===== src/rtl/alu_pkg.sv =====
// ============================================================================
// Module : alu_pkg
// Brief  : Shared ALU class codes, function codes and FSM state encoding.
// Rev    : 1.0  initial release
// ============================================================================
`default_nettype none

package alu_pkg;

  localparam logic [1:0] ALUOP_ADD   = 2'b00;
  localparam logic [1:0] ALUOP_SUB   = 2'b01;
  localparam logic [1:0] ALUOP_RTYPE = 2'b10;
  localparam logic [1:0] ALUOP_ITYPE = 2'b11;

  localparam logic [5:0] FUNC_ADD   = 6'b100000;
  localparam logic [5:0] FUNC_SUB   = 6'b100010;
  localparam logic [5:0] FUNC_AND   = 6'b100100;
  localparam logic [5:0] FUNC_OR    = 6'b100101;
  localparam logic [5:0] FUNC_XOR   = 6'b100110;
  localparam logic [5:0] FUNC_NOR   = 6'b100111;
  localparam logic [5:0] FUNC_SLT   = 6'b101010;
  localparam logic [5:0] FUNC_SLTU  = 6'b101011;
  localparam logic [5:0] FUNC_MULTU = 6'b011001;
  localparam logic [5:0] FUNC_DIVU  = 6'b011011;

  localparam logic [1:0] ST_IDLE = 2'd0;
  localparam logic [1:0] ST_RUN  = 2'd1;
  localparam logic [1:0] ST_DONE = 2'd2;

  localparam logic MD_MUL = 1'b0;
  localparam logic MD_DIV = 1'b1;

endpackage

`default_nettype wire


===== src/rtl/alu_muldiv_core.sv =====
// ============================================================================
// Module : alu_muldiv_core
// Brief  : Iterative unsigned shift-add multiplier / restoring divider,
//          one bit per cycle, WIDTH iterations per operation.
// Rev    : 1.0  initial release
// ============================================================================
`default_nettype none

module alu_muldiv_core
  import alu_pkg::*;
#(
  parameter int WIDTH = 32
) (
  input  logic             clk,
  input  logic             rst,
  input  logic             start,
  input  logic             op,
  input  logic [WIDTH-1:0] a,
  input  logic [WIDTH-1:0] b,
  output logic             busy,
  output logic             done,
  output logic [WIDTH-1:0] lo,
  output logic [WIDTH-1:0] hi
);

  localparam int CW = $clog2(WIDTH + 1);

  logic [WIDTH-1:0] r0_q, r0_d;   // accumulator / partial remainder
  logic [WIDTH-1:0] r1_q, r1_d;   // multiplier / quotient
  logic [WIDTH-1:0] opb_q, opb_d;
  logic             op_q, op_d;
  logic             busy_q, busy_d;
  logic [CW-1:0]    cnt_q, cnt_d;

  logic [WIDTH:0]   w_sum;
  logic [WIDTH:0]   w_shift;
  logic [WIDTH:0]   w_diff;

  always_ff @(posedge clk or posedge rst) begin
    if (rst) begin
      r0_q   <= '0;
      r1_q   <= '0;
      opb_q  <= '0;
      op_q   <= MD_MUL;
      busy_q <= 1'b0;
      cnt_q  <= '0;
    end else begin
      r0_q   <= r0_d;
      r1_q   <= r1_d;
      opb_q  <= opb_d;
      op_q   <= op_d;
      busy_q <= busy_d;
      cnt_q  <= cnt_d;
    end
  end

  // lo/hi expose the post-iteration values so the parent can capture the
  // final result on the same edge that retires the last iteration.
  always_comb begin
    r0_d    = r0_q;
    r1_d    = r1_q;
    opb_d   = opb_q;
    op_d    = op_q;
    busy_d  = busy_q;
    cnt_d   = cnt_q;
    w_sum   = {1'b0, r0_q} + {1'b0, opb_q & {WIDTH{r1_q[0]}}};
    w_shift = {r0_q, r1_q[WIDTH-1]};
    w_diff  = w_shift - {1'b0, opb_q};
    if (start) begin
      r0_d   = '0;
      r1_d   = a;
      opb_d  = b;
      op_d   = op;
      busy_d = 1'b1;
      cnt_d  = CW'(WIDTH);
    end else if (busy_q) begin
      if (op_q == MD_MUL) begin
        r0_d = w_sum[WIDTH:1];
        r1_d = {w_sum[0], r1_q[WIDTH-1:1]};
      end else if (!w_diff[WIDTH]) begin
        r0_d = w_diff[WIDTH-1:0];
        r1_d = {r1_q[WIDTH-2:0], 1'b1};
      end else begin
        r0_d = w_shift[WIDTH-1:0];
        r1_d = {r1_q[WIDTH-2:0], 1'b0};
      end
      cnt_d  = cnt_q - CW'(1);
      busy_d = (cnt_q != CW'(1));
    end
    busy = busy_q;
    done = busy_q && (cnt_q == CW'(1));
    lo   = r1_d;
    hi   = r0_d;
  end

endmodule

`default_nettype wire


===== src/rtl/alu_exec_unit.sv =====
// ============================================================================
// Module : alu_exec_unit
// Brief  : ALU execution unit with IDLE/RUN/DONE sequencing. Define
//          ALU_MULDIV_EN to build in MULTU/DIVU and the RUN state.
// Rev    : 1.0  initial release
// ============================================================================
`default_nettype none

module alu_exec_unit
  import alu_pkg::*;
#(
  parameter int WIDTH = 32
) (
  input  logic             clk,
  input  logic             rst,
  input  logic             start,
  input  logic [1:0]       alu_op,
  input  logic [5:0]       func,
  input  logic [WIDTH-1:0] a,
  input  logic [WIDTH-1:0] b,
  output logic [WIDTH-1:0] result,
  output logic [WIDTH-1:0] hi,
  output logic             zero,
  output logic             ovf,
  output logic             illegal,
  output logic             div0,
  output logic             busy,
  output logic             done
);

  logic [1:0]       state_q, state_d;
  logic [WIDTH-1:0] result_q, result_d;
  logic [WIDTH-1:0] hi_q, hi_d;
  logic             zero_q, zero_d;
  logic             ovf_q, ovf_d;
  logic             illegal_q, illegal_d;
  logic             div0_q, div0_d;

  logic [WIDTH-1:0] w_sum, w_diff, w_res, w_hi;
  logic             w_add_ovf, w_sub_ovf, w_ovf, w_ill, w_dz, w_run, w_zero;

`ifdef ALU_MULDIV_EN
  logic             w_core_busy, w_core_done;
  logic [WIDTH-1:0] w_core_lo, w_core_hi;

  alu_muldiv_core #(.WIDTH(WIDTH)) u_muldiv (
    .clk   (clk),
    .rst   (rst),
    .start ((state_q == ST_IDLE) && start && w_run),
    .op    ((func == FUNC_DIVU) ? MD_DIV : MD_MUL),
    .a     (a),
    .b     (b),
    .busy  (w_core_busy),
    .done  (w_core_done),
    .lo    (w_core_lo),
    .hi    (w_core_hi)
  );
`endif

  always_comb begin
    w_sum     = a + b;
    w_diff    = a - b;
    w_add_ovf = (a[WIDTH-1] == b[WIDTH-1]) && (w_sum[WIDTH-1] != a[WIDTH-1]);
    w_sub_ovf = (a[WIDTH-1] != b[WIDTH-1]) && (w_diff[WIDTH-1] != a[WIDTH-1]);
    w_res = '0;
    w_hi  = '0;
    w_ovf = 1'b0;
    w_ill = 1'b0;
    w_dz  = 1'b0;
    w_run = 1'b0;
    case (alu_op)
      ALUOP_ADD: begin w_res = w_sum;  w_ovf = w_add_ovf; end
      ALUOP_SUB: begin w_res = w_diff; w_ovf = w_sub_ovf; end
      default: begin
        case (func)
          FUNC_ADD:  begin w_res = w_sum;  w_ovf = w_add_ovf; end
          FUNC_SUB:  begin w_res = w_diff; w_ovf = w_sub_ovf; end
          FUNC_AND:  w_res = a & b;
          FUNC_OR:   w_res = a | b;
          FUNC_XOR:  w_res = a ^ b;
          FUNC_NOR:  w_res = ~(a | b);
          FUNC_SLT:  w_res = {{(WIDTH-1){1'b0}}, ($signed(a) < $signed(b))};
          FUNC_SLTU: w_res = {{(WIDTH-1){1'b0}}, (a < b)};
`ifdef ALU_MULDIV_EN
          FUNC_MULTU: w_run = 1'b1;
          FUNC_DIVU: begin
            if (b == '0) begin
              w_dz  = 1'b1;
              w_res = '1;
              w_hi  = a;
            end else begin
              w_run = 1'b1;
            end
          end
`endif
          default:   w_ill = 1'b1;
        endcase
      end
    endcase
    w_zero = !w_ill && (w_res == '0);
  end

  always_ff @(posedge clk or posedge rst) begin
    if (rst) begin
      state_q   <= ST_IDLE;
      result_q  <= '0;
      hi_q      <= '0;
      zero_q    <= 1'b0;
      ovf_q     <= 1'b0;
      illegal_q <= 1'b0;
      div0_q    <= 1'b0;
    end else begin
      state_q   <= state_d;
      result_q  <= result_d;
      hi_q      <= hi_d;
      zero_q    <= zero_d;
      ovf_q     <= ovf_d;
      illegal_q <= illegal_d;
      div0_q    <= div0_d;
    end
  end

  // Result registers only change on an accepted start or on multi-cycle
  // completion, so outputs hold from done until the next launch.
  always_comb begin
    state_d   = state_q;
    result_d  = result_q;
    hi_d      = hi_q;
    zero_d    = zero_q;
    ovf_d     = ovf_q;
    illegal_d = illegal_q;
    div0_d    = div0_q;
    case (state_q)
      ST_IDLE: begin
        if (start) begin
          if (w_run) begin
            state_d = ST_RUN;
          end else begin
            state_d   = ST_DONE;
            result_d  = w_res;
            hi_d      = w_hi;
            zero_d    = w_zero;
            ovf_d     = w_ovf;
            illegal_d = w_ill;
            div0_d    = w_dz;
          end
        end
      end
`ifdef ALU_MULDIV_EN
      ST_RUN: begin
        if (w_core_done) begin
          state_d   = ST_DONE;
          result_d  = w_core_lo;
          hi_d      = w_core_hi;
          zero_d    = (w_core_lo == '0);
          ovf_d     = 1'b0;
          illegal_d = 1'b0;
          div0_d    = 1'b0;
        end else if (!w_core_busy) begin
          state_d = ST_IDLE;
        end
      end
`endif
      ST_DONE: state_d = ST_IDLE;
      default: state_d = ST_IDLE;
    endcase
  end

  always_comb begin
    busy    = (state_q != ST_IDLE);
    done    = (state_q == ST_DONE);
    result  = result_q;
    hi      = hi_q;
    zero    = zero_q;
    ovf     = ovf_q;
    illegal = illegal_q;
    div0    = div0_q;
  end

endmodule

`default_nettype wire

===== config.mk =====
export PLATFORM = sky130hd
export DESIGN_NAME = alu_exec_unit
export DESIGN_NICKNAME = d
export VERILOG_FILES = /design/src/rtl/alu_pkg.sv /design/src/rtl/alu_muldiv_core.sv /design/src/rtl/alu_exec_unit.sv
export SDC_FILE = /design/constraint.sdc
export NUM_CORES = 1
export LEC_CHECK = 0
export ABC_CLOCK_PERIOD_IN_PS = 2900
export BUFFER_PORTS_ARGS = -buffer_cell sky130_fd_sc_hd__buf_2
export CAP_MARGIN = 20
export CORE_MARGIN = 1.5
export CORE_UTILIZATION = 35
export CTS_CLUSTER_SIZE = 40
export DETAILED_ROUTE_END_ITERATION = 8
export HOLD_SLACK_MARGIN = 0.08
export SYNTH_ARGS = -nofsm -noshare
export SYNTH_HDL_FRONTEND = slang
export SYNTH_SLANG_ARGS = --single-unit

===== constraint.sdc =====
create_clock -name clk -period 2.9 [get_ports clk]
set_input_delay 0 -clock clk [delete_from_list [all_inputs] [get_ports clk]]
set_output_delay 0 -clock clk [all_outputs]
set_load 0.05 [all_outputs]

# --- Yosys cells after proc, flatten, opt, wreduce, memory -nomap -nowiden ---
# Index checks and enable logic that the tools add are counted.
op_classes:
  reduce_logical: 11
  n_addsub: 2
  bitwise_logic: 4
  magnitude_cmp: 2
  mux: 8
  eq_ne: 15
ops:
  columns: ["cell", "n"]
  rows:
  - ["case mux 32 bit (8 select lines)", 1]
  - ["less-than comparator 32 bit", 2]
  - ["case mux 32 bit (2 select lines)", 1]
  - ["equality test 6 bit (second input constant)", 8]
  - ["adder 32 bit", 1]
  - ["bitwise AND 32 bit", 1]
  - ["logical NOT 32 bit", 1]
  - ["NOT 32 bit", 1]
  - ["OR 32 bit", 1]
  - ["subtractor 32 bit", 1]
  - ["bitwise XOR 32 bit", 1]
  - ["OR reduction 8 bit", 1]
  - ["logical NOT 2 bit", 2]
  - ["2-to-1 mux 2 bit", 2]
  - ["case mux 1 bit (2 select lines)", 2]
  - ["logical AND 1 bit", 3]
  - ["!= test 1 bit", 3]
  - ["equality test 2 x 1 -> 1 bit (second input constant)", 1]
  - ["equality test 2 bit (second input constant)", 1]
  - ["2-to-1 mux 1 bit", 2]
  - ["!= test 2 bit (second input constant)", 1]
  - ["AND reduction 2 bit", 1]
  - ["nonzero test 2 bit", 1]
  - ["OR reduction 2 bit", 1]
  - ["other kinds (2)", 2]
totals:
  in_bits: 75
  ff_bits: 37
  wordCells: 47
  output_inout_bits: 70

# --- Depth between registers and ports, before layout ---
depth:
  word_depth: 6
  depth_mapped: 14
  mapped_depth_nobuf: 14

# --- Least setup slack after synthesis ---
# No wires, ideal clock.
synth_path:
  path_kind: "input to register"
  startpoint: "input a[0]"
  endpoint: "register zero_q (netlist: zero)"
  n_path_buf: 0
  path_slack_ps: -162
  stages: 13
  arrival_ps: 2993
  cell_sequence: "ha_1 inv_1 fa_1 nand2b_1 a211oi_1 o21ai_1 a21oi_1 a41oi_1 a221oi_1 nor2_1 or4_1 nor4b_2 a32o_1"
synth_via:
  elab_chain_len: 6
  word_cells_on_any_way: 12
  classes_between: "add/sub: 2; order compare: 2; mux: 2; bitwise: 4; reduce/logical: 2"
synth_lines:
  columns: ["item", "line_no", "source"]
  rows:
  - ["start, declared", "alu_exec_unit.sv:19", "input logic [WIDTH-1:0] a,"]
  - ["parallel branches: the longest is 3 deep, another holds subtractor 32 bit", null, null]
  - ["case mux 32 bit (2 select lines) (*)", "alu_exec_unit.sv:71", "case (alu_op)"]
  - ["logical NOT 32 bit (*)", "alu_exec_unit.sv:100", "w_zero = !w_ill && (w_res == '0);"]
  - ["logical AND 1 bit (*)", "alu_exec_unit.sv:100", null]
  - ["end signal, assigned", "alu_exec_unit.sv:116", "zero_q <= zero_d;"]
  - ["end, declared", "alu_exec_unit.sv:34", "logic zero_q, zero_d;"]
# Every way passes the cells marked *.
# A chain may end at the register's enable or synchronous reset.

# --- Worst setup path in the final report ---
layout_path:
  startpoint: "input b[0]"
  endpoint: "register zero_q (netlist: zero)"
layout_via:
  elab_chain_len: 6
  word_cells_on_any_way: 12
  classes_between: "add/sub: 2; order compare: 2; mux: 2; bitwise: 4; reduce/logical: 2"
layout_lines:
  columns: ["item", "line_no", "source"]
  rows:
  - ["start, declared", "alu_exec_unit.sv:20", "input logic [WIDTH-1:0] b,"]
  - ["parallel branches: the longest is 3 deep, another holds subtractor 32 bit", null, null]
  - ["case mux 32 bit (2 select lines) (*)", "alu_exec_unit.sv:71", null]
  - ["logical NOT 32 bit (*)", "alu_exec_unit.sv:100", null]
  - ["logical AND 1 bit (*)", "alu_exec_unit.sv:100", null]
# Marked as above.

==> metrics.md <==
| Metric | Value |
|---|---|
| Status | `complete, but fails checks` |
| Failing checks | `negative setup slack` |
| Synth Cell Area | `8140 um2` |
| Arrival @ worst endpoint | `3.34 ns` |
| GP Congestion | `0.936` |
| Worst setup EP type | `flop` |
| DR vias | `10200` |
| Adder-cell share of the synthesized area | `0.160` |
| Final WL | `32.3 mm` |
| Max cap viols | `0` |
| Worst Clk Skew | `0.00402 ns` |
| Nets | `1740` |
| Port Buffers | `111` |
| Main synth FF type | `dfrtp_1` |
| DR WL/cell | `17.4 um` |
| Buf/Inv on CP | `4` |
| CP Max Fanout | `5` |
| Slew HR | `0.437` |
| Maximum root-to-sink buffer count | `2` |
| Final worst slack | `-0.224 ns` |
| Gr ovfl total | `0` |
| Max rail drop VDD | `0.295 mV` |
| DIE HEIGHT | `156 um` |
| Final std cells w/o fill | `1849` |
| Initial antenna violation count | `1` |
| Global-route wire length before repair | `50.1 mm` |
| Initial DRC count | `693` |
| Largest net degree at the start of global routing | `57` |
| PD cells | `333 nW/um2` |
| Minimum clock period after layout | `3.12 ns` |
| Die Wd | `156 um` |
| Avg Inst Size Synth | `7.02 um2` |
| Synthesis-to-layout area growth | `50.1%` |
| Synth Register Bits | `36` |
| Worst Hold Launch | `start` |
| Core area | `22700 um2` |
| Number of global-route vias before repair | `9594` |
| Multi-input logic area | `6990 um2` |
| Worst-Margin Slew | `0.834 ns` |
| Sequential share of the synthesized area | `0.111` |
| Antenna-violating nets left | `0` |
| Synth area leader | `ha_1` |
| Hold Crit Class | `in -> reg` |
| Reg-to-reg slack, setup | `0.26 ns` |
| Clock root cell | `clkbuf_16` |
| EDFF count, synth | `0` |
| CP most frequent cell | `buf_4` |
| CP top delay family | `compound AO/OA/AOI/OAI gates` |
| CP max stage cell | `or4_4` |
| Count leader, synth | `inv_1` |
| Synth top area share | `0.155` |
| FP Rows | `55` |
| Die Area | `24200 um2` |
| CTS tree | `yes` |
| Leading post-synthesis cells by cell area | `ha_1, dfrtp_1, a21oi_1` |
| Later-pin clock latency in the skew report | `0.28 ns` |
| Syn Inst Count | `1160` |
| Worst Path Class, Setup | `in -> reg` |
| Share of cells above drive strength 1 | `0.378` |
| # setup viols final | `2` |
| Post-Synth Simple-Gate Area | `0.207` |
| Fin. max-slew vios | `0` |
| Cell count along the critical path | `16` |
| Clock Sinks | `36` |
| Synth Area in Compound Gates | `0.332` |
| H-tree Lvls | `2` |
| # DRC | `0` |
| GRT Total Usage | `0.258` |
| Startpoint Class | `input port` |
| Reg area | `901 um2` |
| Slowest stage delay, CP | `0.53 ns` |
| Synth cell count leaders | `inv_1, ha_1, nand2_1` |
| Reg2reg start | `state_q[1]$_DFFE_PP0P_` |
| Critical Path Sink | `zero$_DFFE_PP0P_` |
| Asr flop ratio synth | `1.00` |
| Capturing point of the worst reg2reg path | `zero$_DFFE_PP0P_` |
| Synth Area in XOR/XNOR | `0.0108` |
| CTS buffer count | `5` |
| Post-DP HPWL | `26.3 mm` |
| Yosys Warn Count | `0` |
| Via density | `5.49` |
| CTS clk-pin slew, worst paths | `0.05 ns` |
| Yosys cell types | `85` |
| Critical-path cell list | `buf_8 -> ha_4 -> inv_4 -> fa_2 -> nand2b_4 -> a211oi_4 -> buf_4 -> o21ai_4 -> buf_4 -> a21oi_4 -> a41oi_4 -> a221oi_1 -> nor2_1 -> or4_4 -> nor4b_2 -> a32o_1` |
| DR pass1 iterations | `8` |
| Fmax achieved | `320 MHz` |
| Static leakage | `0.00603 uW` |
| Unrepaired setup endpoints after global routing | `true` |
| Dpl cells | `1816` |
| Worst Setup SP | `b[0]` |
| Main combinational cell family by area after synthesis | `compound AO/OA/AOI/OAI gates` |
| Fillcell total | `2243` |
| R2R cell count | `12` |
| Worst endpoint required time | `3.12 ns` |
| Initial Util | `0.359` |
| Final hold vios | `0` |
| IO Count | `145` |
| Post-synthesis mux area share | `0.0588` |
| TNS Setup | `-0.315 ns` |
| Fin crit share | `1.08` |
==> flip-flops by register name, summed over array words and instances (netlist names) <==
name and flops:
zero 1, result 32, ovf 1, illegal 1
state_q 1
==> cell type report <==
class	count	share of cell area
timing repair buffer	467	0.274
inverter	119	0.0367
multi-input combinational	933	0.572
clock buffer	7	0.0125
tap	285	0.0292
sequential	36	0.0737
antenna	1	0.000205
clock inverter	1	0.00246
==> through the flow <==
step / instance area (um2) / util / total power [uW] / worst slack [ns] / hold WS [ns]
floorplan: 8340 / - / 2160 / 0.00223 / 0.167
global placement: 11300 / 0.497 / 3150 / -0.927 / 0.124
finish: 12200 / 0.538 / 4080 / -0.224 / 0.192
CTS: 11900 / 0.526 / 3970 / -0.152 / 0.191
global route: 12200 / 0.538 / 4310 / -0.372 / 0.204
detailed placement: 11300 / 0.497 / 3180 / -0.991 / 0.122
==> placed cells by master (no fill, tap or decap), types with 14 or more instances in the layout <==
| cell type | instances |
|---|---|
| mux2i_1 | 40 |
| o211ai_1 | 24 |
| a21oi_1 | 82 |
| nor2_1 | 80 |
| ha_1 | 92 |
| buf_2 | 107 |
| nand2_1 | 97 |
| buf_4 | 344 |
| nand3_1 | 25 |
| conb_1 | 33 |
| o21ai_0 | 65 |
| a211oi_1 | 22 |
| nand2b_1 | 15 |
| nor2b_1 | 21 |
| inv_1 | 106 |
| dfrtp_1 | 36 |
| nor3_1 | 23 |
| a21o_1 | 15 |
| nand4_1 | 14 |
| o31ai_1 | 16 |
==> cells by family (layout without fill, tap and decap cells) <==
| logic type | Yosys count | after routing |
|---|---|---|
| AOI/OAI and AO/OA | 396 | 396 |
| xor gates and xnor gates | 10 | 10 |
| adders and majority gates | 103 | 103 |
| buffers and inverters | 223 | 594 |
| DFF | 36 | 36 |
| muxes | 46 | 46 |
| other | 1 | 34 |
| and+or+nand+nor | 345 | 345 |
==> routing by layer <==
metal / track usage / vias up / share of wire
li1: - / 4959 / -
met4: 0.0744 / 0 / 0.023
met2: 0.425 / 386 / 0.45
met1: 0.356 / 4754 / 0.46
met3: 0.0253 / 57 / 0.066
met5: 0 / - / 0
==> how the worst min path moves through the flow <==
stage,endpoint,depth (start not counted)
after floorplan,illegal$_DFFE_PP0P_,1
after global placement,state_q[1]$_DFFE_PP0P_,3
after detailed placement,state_q[1]$_DFFE_PP0P_,3
after CTS,state_q[1]$_DFFE_PP0P_,4
after global routing,state_q[1]$_DFFE_PP0P_,4
final,state_q[1]$_DFFE_PP0P_,4
==> what timing repair did <==
| action | 4_1_cts | 5_1_grt |
|---|---|---|
| pin swaps | 32 | 33 |
| gates resized for setup | 72 | 45 |
| gates cloned | 0 | 0 |
| endpoints found under the setup margin | 7 | 7 |
| hold buffers | 1 | 0 |
| buffers inserted | 11 | 12 |
| hold endpoints to repair | 36 | 0 |
==> worst register-to-register path, stage by stage (launching register included) <==
cell and delay (ns):
dfrtp_1 0.37, nand2b_2 0.18, inv_1 0.08, o21ai_0 0.12, a21oi_1 0.16, o2111ai_1 0.16
nor4_1 0.32, nand4b_1 0.17, nor4b_2 0.27, buf_4 0.15, nand4_1 0.12, nor4b_2 0.29
a32o_1 0.19
==> report_power, final <==
part | switching (uW) | internal (uW) | total [uW]
sequential | 46.0 | 592 | 638
clock | 192 | 452 | 644
combinational | 1660 | 1140 | 2790
No activity file was read; power rests on OpenSTA's default activity.
